### src/rtl/ibuffer_ctrl_if.sv
// Fetch -> instruction buffer -> ctrlblock handshake bundle.
// master is the fetch/ctrlblock side, slave is the buffer controller.
interface ibuffer_ctrl_if #(
  parameter int DEPTH      = 8,
  parameter int INST_WIDTH = 32,
  parameter int PC_WIDTH   = 48
);
  logic                    fetch_valid;
  logic                    fetch_ready;
  logic [INST_WIDTH-1:0]   fetch_inst;
  logic [PC_WIDTH-1:0]     fetch_pc;
  logic                    ibuffer_instr_valid;
  logic [INST_WIDTH-1:0]   ibuffer_inst_out;
  logic [PC_WIDTH-1:0]     ibuffer_pc_out;
  logic                    ibuffer_ready;
  logic                    redirect_valid;
  logic [$clog2(DEPTH):0]  ibuffer_count;
  logic                    ibuffer_full;
  logic                    ibuffer_empty;

  modport master (
    output fetch_valid, fetch_inst, fetch_pc, ibuffer_ready, redirect_valid,
    input  fetch_ready, ibuffer_instr_valid, ibuffer_inst_out, ibuffer_pc_out,
    input  ibuffer_count, ibuffer_full, ibuffer_empty
  );

  modport slave (
    input  fetch_valid, fetch_inst, fetch_pc, ibuffer_ready, redirect_valid,
    output fetch_ready, ibuffer_instr_valid, ibuffer_inst_out, ibuffer_pc_out,
    output ibuffer_count, ibuffer_full, ibuffer_empty
  );
endinterface

### src/rtl/ibuffer_ctrl.sv
// Instruction buffer: circular FIFO of inst/PC pairs from fetch to ctrlblock; redirect squashes via a 1-cycle FLUSH.
// Latency: 1 cycle push-to-output (0 with IBUFFER_BYPASS_EN when empty).
// Backpressure: fetch_ready drops when full (unless head popped), during redirect, FLUSH and reset.
module ibuffer_ctrl #(
  parameter int DEPTH      = 8,
  parameter int INST_WIDTH = 32,
  parameter int PC_WIDTH   = 48
) (
  input  logic            clock,
  input  logic            reset,
  ibuffer_ctrl_if.slave   bus
);
  localparam int AW = $clog2(DEPTH);
  localparam int CW = AW + 1;

  typedef enum logic {RUN, FLUSH} state_t;

  state_t                 state, state_next;
  logic [AW-1:0]          wr_ptr, rd_ptr;
  logic [CW-1:0]          count;
  logic [INST_WIDTH-1:0]  inst_mem [DEPTH];
  logic [PC_WIDTH-1:0]    pc_mem   [DEPTH];

  logic                   empty, full, bypass;
  logic                   push, pop, flush_now;
  logic                   fetch_ready, instr_valid;
  logic [INST_WIDTH-1:0]  inst_out;
  logic [PC_WIDTH-1:0]    pc_out;

  assign empty = (count == '0);
  assign full  = (count == CW'(DEPTH));

`ifdef IBUFFER_BYPASS_EN
  // Empty buffer: hand fetch straight to ctrlblock in the same cycle.
  assign bypass = (state == RUN) && empty && bus.fetch_valid && !bus.redirect_valid;
`else
  assign bypass = 1'b0;
`endif

  always_ff @(posedge clock or posedge reset) begin
    if (reset) begin
      state <= RUN;
    end else begin
      state <= state_next;
    end
  end

  always_comb begin
    state_next  = state;
    flush_now   = 1'b0;
    push        = 1'b0;
    pop         = 1'b0;
    fetch_ready = 1'b0;
    instr_valid = 1'b0;
    inst_out    = '0;
    pc_out      = '0;
    case (state)
      RUN: begin
        fetch_ready = !reset && (!full || bus.ibuffer_ready) && !bus.redirect_valid;
        instr_valid = !empty || bypass;
        if (!empty) begin
          inst_out = inst_mem[rd_ptr];
          pc_out   = pc_mem[rd_ptr];
        end else if (bypass) begin
          inst_out = bus.fetch_inst;
          pc_out   = bus.fetch_pc;
        end
        if (bus.redirect_valid) begin
          // Nothing commits on the redirect edge; contents are dropped instead.
          state_next = FLUSH;
          flush_now  = 1'b1;
        end else begin
          pop  = !empty && bus.ibuffer_ready;
          push = bus.fetch_valid && fetch_ready && !(bypass && bus.ibuffer_ready);
        end
      end
      FLUSH: begin
        flush_now  = bus.redirect_valid;
        state_next = bus.redirect_valid ? FLUSH : RUN;
      end
      default: begin
        state_next = RUN;
        flush_now  = 1'b1;
      end
    endcase
  end

  always_ff @(posedge clock or posedge reset) begin
    if (reset) begin
      wr_ptr <= '0;
      rd_ptr <= '0;
      count  <= '0;
    end else if (flush_now) begin
      wr_ptr <= '0;
      rd_ptr <= '0;
      count  <= '0;
    end else begin
      if (push) wr_ptr <= wr_ptr + 1'b1;
      if (pop)  rd_ptr <= rd_ptr + 1'b1;
      count <= count + {{(CW-1){1'b0}}, push} - {{(CW-1){1'b0}}, pop};
    end
  end

  // Storage needs no reset: outputs are masked to zero while nothing is valid.
  always_ff @(posedge clock) begin
    if (push) begin
      inst_mem[wr_ptr] <= bus.fetch_inst;
      pc_mem[wr_ptr]   <= bus.fetch_pc;
    end
  end

  assign bus.fetch_ready         = fetch_ready;
  assign bus.ibuffer_instr_valid = instr_valid;
  assign bus.ibuffer_inst_out    = inst_out;
  assign bus.ibuffer_pc_out      = pc_out;
  assign bus.ibuffer_count       = count;
  assign bus.ibuffer_full        = full;
  assign bus.ibuffer_empty       = empty;
endmodule

### src/flat_wrapper.sv
// flat-port wrapper written by rule: the top's interface ports become plain ports
module ibuffer_ctrl_flat 
#(
  parameter int DEPTH      = 8,
  parameter int INST_WIDTH = 32,
  parameter int PC_WIDTH   = 48
)
  (clock, reset, bus_fetch_valid, bus_fetch_inst, bus_fetch_pc, bus_ibuffer_ready, bus_redirect_valid, bus_fetch_ready, bus_ibuffer_instr_valid, bus_ibuffer_inst_out, bus_ibuffer_pc_out, bus_ibuffer_count, bus_ibuffer_full, bus_ibuffer_empty);
  ibuffer_ctrl_if #(.DEPTH(DEPTH), .INST_WIDTH(INST_WIDTH), .PC_WIDTH(PC_WIDTH)) bus_i ();
  input  logic clock;
  input  logic reset;
  input wire logic [$bits(bus_i.fetch_valid)-1:0] bus_fetch_valid;
  input wire logic [$bits(bus_i.fetch_inst)-1:0] bus_fetch_inst;
  input wire logic [$bits(bus_i.fetch_pc)-1:0] bus_fetch_pc;
  input wire logic [$bits(bus_i.ibuffer_ready)-1:0] bus_ibuffer_ready;
  input wire logic [$bits(bus_i.redirect_valid)-1:0] bus_redirect_valid;
  output wire logic [$bits(bus_i.fetch_ready)-1:0] bus_fetch_ready;
  output wire logic [$bits(bus_i.ibuffer_instr_valid)-1:0] bus_ibuffer_instr_valid;
  output wire logic [$bits(bus_i.ibuffer_inst_out)-1:0] bus_ibuffer_inst_out;
  output wire logic [$bits(bus_i.ibuffer_pc_out)-1:0] bus_ibuffer_pc_out;
  output wire logic [$bits(bus_i.ibuffer_count)-1:0] bus_ibuffer_count;
  output wire logic [$bits(bus_i.ibuffer_full)-1:0] bus_ibuffer_full;
  output wire logic [$bits(bus_i.ibuffer_empty)-1:0] bus_ibuffer_empty;
  assign bus_i.fetch_valid = bus_fetch_valid;
  assign bus_i.fetch_inst = bus_fetch_inst;
  assign bus_i.fetch_pc = bus_fetch_pc;
  assign bus_i.ibuffer_ready = bus_ibuffer_ready;
  assign bus_i.redirect_valid = bus_redirect_valid;
  assign bus_fetch_ready = bus_i.fetch_ready;
  assign bus_ibuffer_instr_valid = bus_i.ibuffer_instr_valid;
  assign bus_ibuffer_inst_out = bus_i.ibuffer_inst_out;
  assign bus_ibuffer_pc_out = bus_i.ibuffer_pc_out;
  assign bus_ibuffer_count = bus_i.ibuffer_count;
  assign bus_ibuffer_full = bus_i.ibuffer_full;
  assign bus_ibuffer_empty = bus_i.ibuffer_empty;
  ibuffer_ctrl #(.DEPTH(DEPTH), .INST_WIDTH(INST_WIDTH), .PC_WIDTH(PC_WIDTH)) u_core (.clock(clock), .reset(reset), .bus(bus_i));
endmodule
### config.mk
export PLATFORM = sky130hd
export DESIGN_NAME = ibuffer_ctrl_flat
export DESIGN_NICKNAME = d
export VERILOG_FILES = /design/src/rtl/ibuffer_ctrl_if.sv /design/src/rtl/ibuffer_ctrl.sv /design/src/flat_wrapper.sv
export SDC_FILE = /design/constraint.sdc
export NUM_CORES = 1
export LEC_CHECK = 0
export ABC_CLOCK_PERIOD_IN_PS = 7100
export BUFFER_PORTS_ARGS = -buffer_cell sky130_fd_sc_hd__buf_2
export CAP_MARGIN = 20
export CORE_UTILIZATION = 25
export CTS_BUF_LIST = sky130_fd_sc_hd__clkbuf_2 sky130_fd_sc_hd__clkbuf_4 sky130_fd_sc_hd__clkbuf_8
export DETAILED_ROUTE_END_ITERATION = 10
export PLACE_DENSITY = 0.48
export RECOVER_POWER = 25
export SLEW_MARGIN = 20
export SYNTH_ARGS = -nofsm -noshare
export SYNTH_HDL_FRONTEND = slang
export SYNTH_SLANG_ARGS = --single-unit
### constraint.sdc
create_clock -name clock -period 7.1 [get_ports clock]
set_clock_uncertainty 0.2 [all_clocks]
set_input_delay 0.71 -clock clock [delete_from_list [all_inputs] [get_ports clock]]
set_output_delay 0.71 -clock clock [all_outputs]
set_load 0.01 [all_outputs]
==> impl_metrics.ini <==
[status]
outcome = complete, no violations

[global_route]
grt.total_usage_pct = 11.8
grt_start_max_net_pins = 161
antenna_found_initial = 6
grt_pass1_wl_um = 85800
grt_pass1_vias = 12700
overflow = 0

[routing]
drt_iter0_markers = 568
routed_wl_um = 59100
vias = 11600
drcViolationCount = 0
antenna_left = 0
via_per_inst = 4.31
wl_per_cell_um = 22.0
dr.pass1.iters = 5

[timing]
post-route-min-period_ns = 4.38
slew_headroom_pct = 23.7
max_freq_mhz = 228
rsz0062_at_grt = no
setup_slack_ns = 2.72
fin_crit_sh_pct = 61.7
worstMarginPinSlew_ns = 1.14
final_max_slew_viol_count = 0
setup_viol = 0
finalSetupTns_ns = 0
finalHoldViolations = 0
hold_slack_ns = 0.167

[power]
sequentialPowerShare_pct = 51.0
power_switching_mw = 2.02
total_power_mw = 8.35
power.density_nw_per_um2 = 283
swShare_pct = 24.1
leakagePower_nw = 9.36
power.combinational.fraction_pct = 10.8
clockPowerShare_pct = 38.2
vdd_drop_max_uv = 129
intPower_mw = 6.34

[synthesis]
netlist_top_cells_count = 640 x edfxtp_1, 160 x mux4_2, 80 x a22o_1
synth_nets = 1111
synthCells = 1017
synth_flop_cell = edfxtp_1
synthesis.area_um2 = 24600
yosys_register_bits = 651
synth_top_area_share_pct = 78.1
seq_area_frac_synth_pct = 79.2
yosysMostFrequentCell = edfxtp_1
postSynth.asyncResetShare_pct = 1.69
yosysUniqueCellTypes = 35
synth-edff-count = 640
yosys_warnings = 0
yosysTopAreaCell = edfxtp_1
synth_area_leaders = edfxtp_1 78%, mux4_2 15%, a22o_1 2.8%
synth_area_per_cell_um2 = 24.2

[layout]
nets = 1407
stdcell_area_um2 = 29600
syn2layout_area_growth_pct = 20.2
utilization_pct = 30.4
instances_no_fill = 2683
drive_gt1_share_pct = 35.4
nFillCells = 9408

[cts]
clk_pin_slew_ns = 0.06
cts-root-buf = clkbuf_8
post_cts_resized = 0
cts_buffer_depth = 3
cts_made_buffers = 106
ctsHtreeMaxLevel = 3
cts_tree = built
cts_sinks = 651
clkLatencyLatePin_ns = 0.73

[setup_path]
critPathLaunchType = flip-flop
crit_arrival_ns = 3.47
worst-path-max-fanout = 46
worstSetupPathType = flip-flop to output port
required_ns = 6.19
crit_path_end_kind = output port

[placement]
dp_cells = 2433
place_ws_ns = 3.22
gp_congestion = 0.759
placed_area_um2 = 27000
place.port_buffers = 172
dp_hpwl_um = 33100

[floorplanning]
initial_core_util_pct = 25.3
die_area_um2 = 99700
num_rows = 114
dieWidth_um = 316
die_height_um = 316
core_region_area_um2 = 97100
pin_count = 173

[flow_run]
maxCapViolations = 0

[min_path]
hp-class = input port to flip-flop
[area by class of cell]
class | instances | area (um^2) | share of cell area, %
Sequential cell | 651 | 19500 | 65.9
Inverter | 9 | 33.8 | 0.114
Antenna cell | 3 | 7.51 | 0.0254
Tap cell | 1276 | 1600 | 5.40
Clock inverter | 61 | 383 | 1.29
Clock buffer | 138 | 1700 | 5.75
Timing Repair Buffer | 243 | 1510 | 5.10
Multi-Input combinational cell | 302 | 4840 | 16.4
[worst paths after layout]
| path | slack (ns) | cells after the start | to | from |
|---|---|---|---|---|
| worst max-delay path | 2.72 | 9 | bus_ibuffer_pc_out[42] | u_core.bus.ibuffer_count[2] |
| worst min register to register | 0.36 | 1 | u_core.rd_ptr[2] | u_core.rd_ptr[2] |
| min in group asynchronous | 0.41 | 3 | u_core.rd_ptr[1] | reset |
| max in group asynchronous | 5.92 | 3 | u_core.rd_ptr[0] | reset |
| worst max register to register | 3.68 | 7 | u_core.pc_mem[1][37] | u_core.bus.ibuffer_count[2] |
| worst min-delay path | 0.17 | 3 | u_core.rd_ptr[2] | bus_ibuffer_ready |
[flip-flops by register name, summed over array words and instances, names as in the netlist]
register and flops:
u_core.state 1, u_core.bus.ibuffer_count 4, u_core.pc_mem 384, u_core.inst_mem 256
u_core.rd_ptr 3, u_core.wr_ptr 3
[cell families (layout without fill, tap and decap cells)]
| kind of cell | after synthesis | after routing | share of synthesized area (%) |
|---|---|---|---|
| xor gates and xnor gates | 1 | 1 | 0.0356 |
| adders and majority gates | 9 | 9 | 0.488 |
| AOI/OAI and AO/OA | 86 | 86 | 2.98 |
| other | 0 | 3 | 0 |
| buffers and inverters | 64 | 451 | 1.42 |
| muxes | 165 | 165 | 14.9 |
| and+or+nand+nor | 41 | 41 | 0.997 |
| DFF | 651 | 651 | 79.2 |
[repair_timing]
item | in CTS | in global routing
hold buffers | 47 | 0
hold endpoints to repair | 338 | 0
setup buffers | 0 | 0
[layout by cell type (no fill, tap or decap), types with 2 or more instances in the layout]
cell type / n
a21oi_1: 3
a22o_1: 80
buf_12: 3
buf_2: 124
buf_4: 20
bufinv_16: 3
clkbuf_1: 48
clkbuf_4: 32
clkbuf_8: 106
clkinv_1: 28
clkinv_2: 21
dfrtp_1: 9
dfrtp_4: 2
diode_2: 3
dlygate4sd3_1: 47
edfxtp_1: 640
ha_1: 8
inv_1: 8
inv_6: 5
inv_8: 2
mux2_2: 2
mux2i_1: 3
mux4_2: 160
nand2b_1: 3
nand3_1: 5
nand3b_1: 2
nor2_1: 5
nor2_4: 6
nor2b_1: 4
nor3_4: 3
nor4b_1: 2
o21ai_0: 2
[worst max-delay path, cell delays in order (launching register included)]
cell     delay, ns
dfrtp_1       0.33
inv_1         0.07
ha_1          0.19
or3b_1        0.21
inv_2         0.08
nor3b_2       0.15
buf_4         0.48
buf_4         0.66
a22o_1        0.36
buf_2         0.16
[power by group through the flow]
stage	sequential, mW	clock, mW	combinational, mW
CTS	4.28	3.31	0.926
global placement	4.36	0	0.893
detailed placement	4.36	0	0.896
floorplan	4.33	0	0.568
global route	4.26	3.45	0.986
finish	4.26	3.19	0.902
[layer usage]
layer / up-vias / share of wire (%) / global-route usage, %
li1: 5027 / - / -
met1: 6171 / 41 / 14.1
met2: 254 / 53 / 21.1
met3: 105 / 4.3 / 3.04
met4: 10 / 2.0 / 3.09
met5: - / 0.091 / 0
Power figures use the tool's default switching activity.
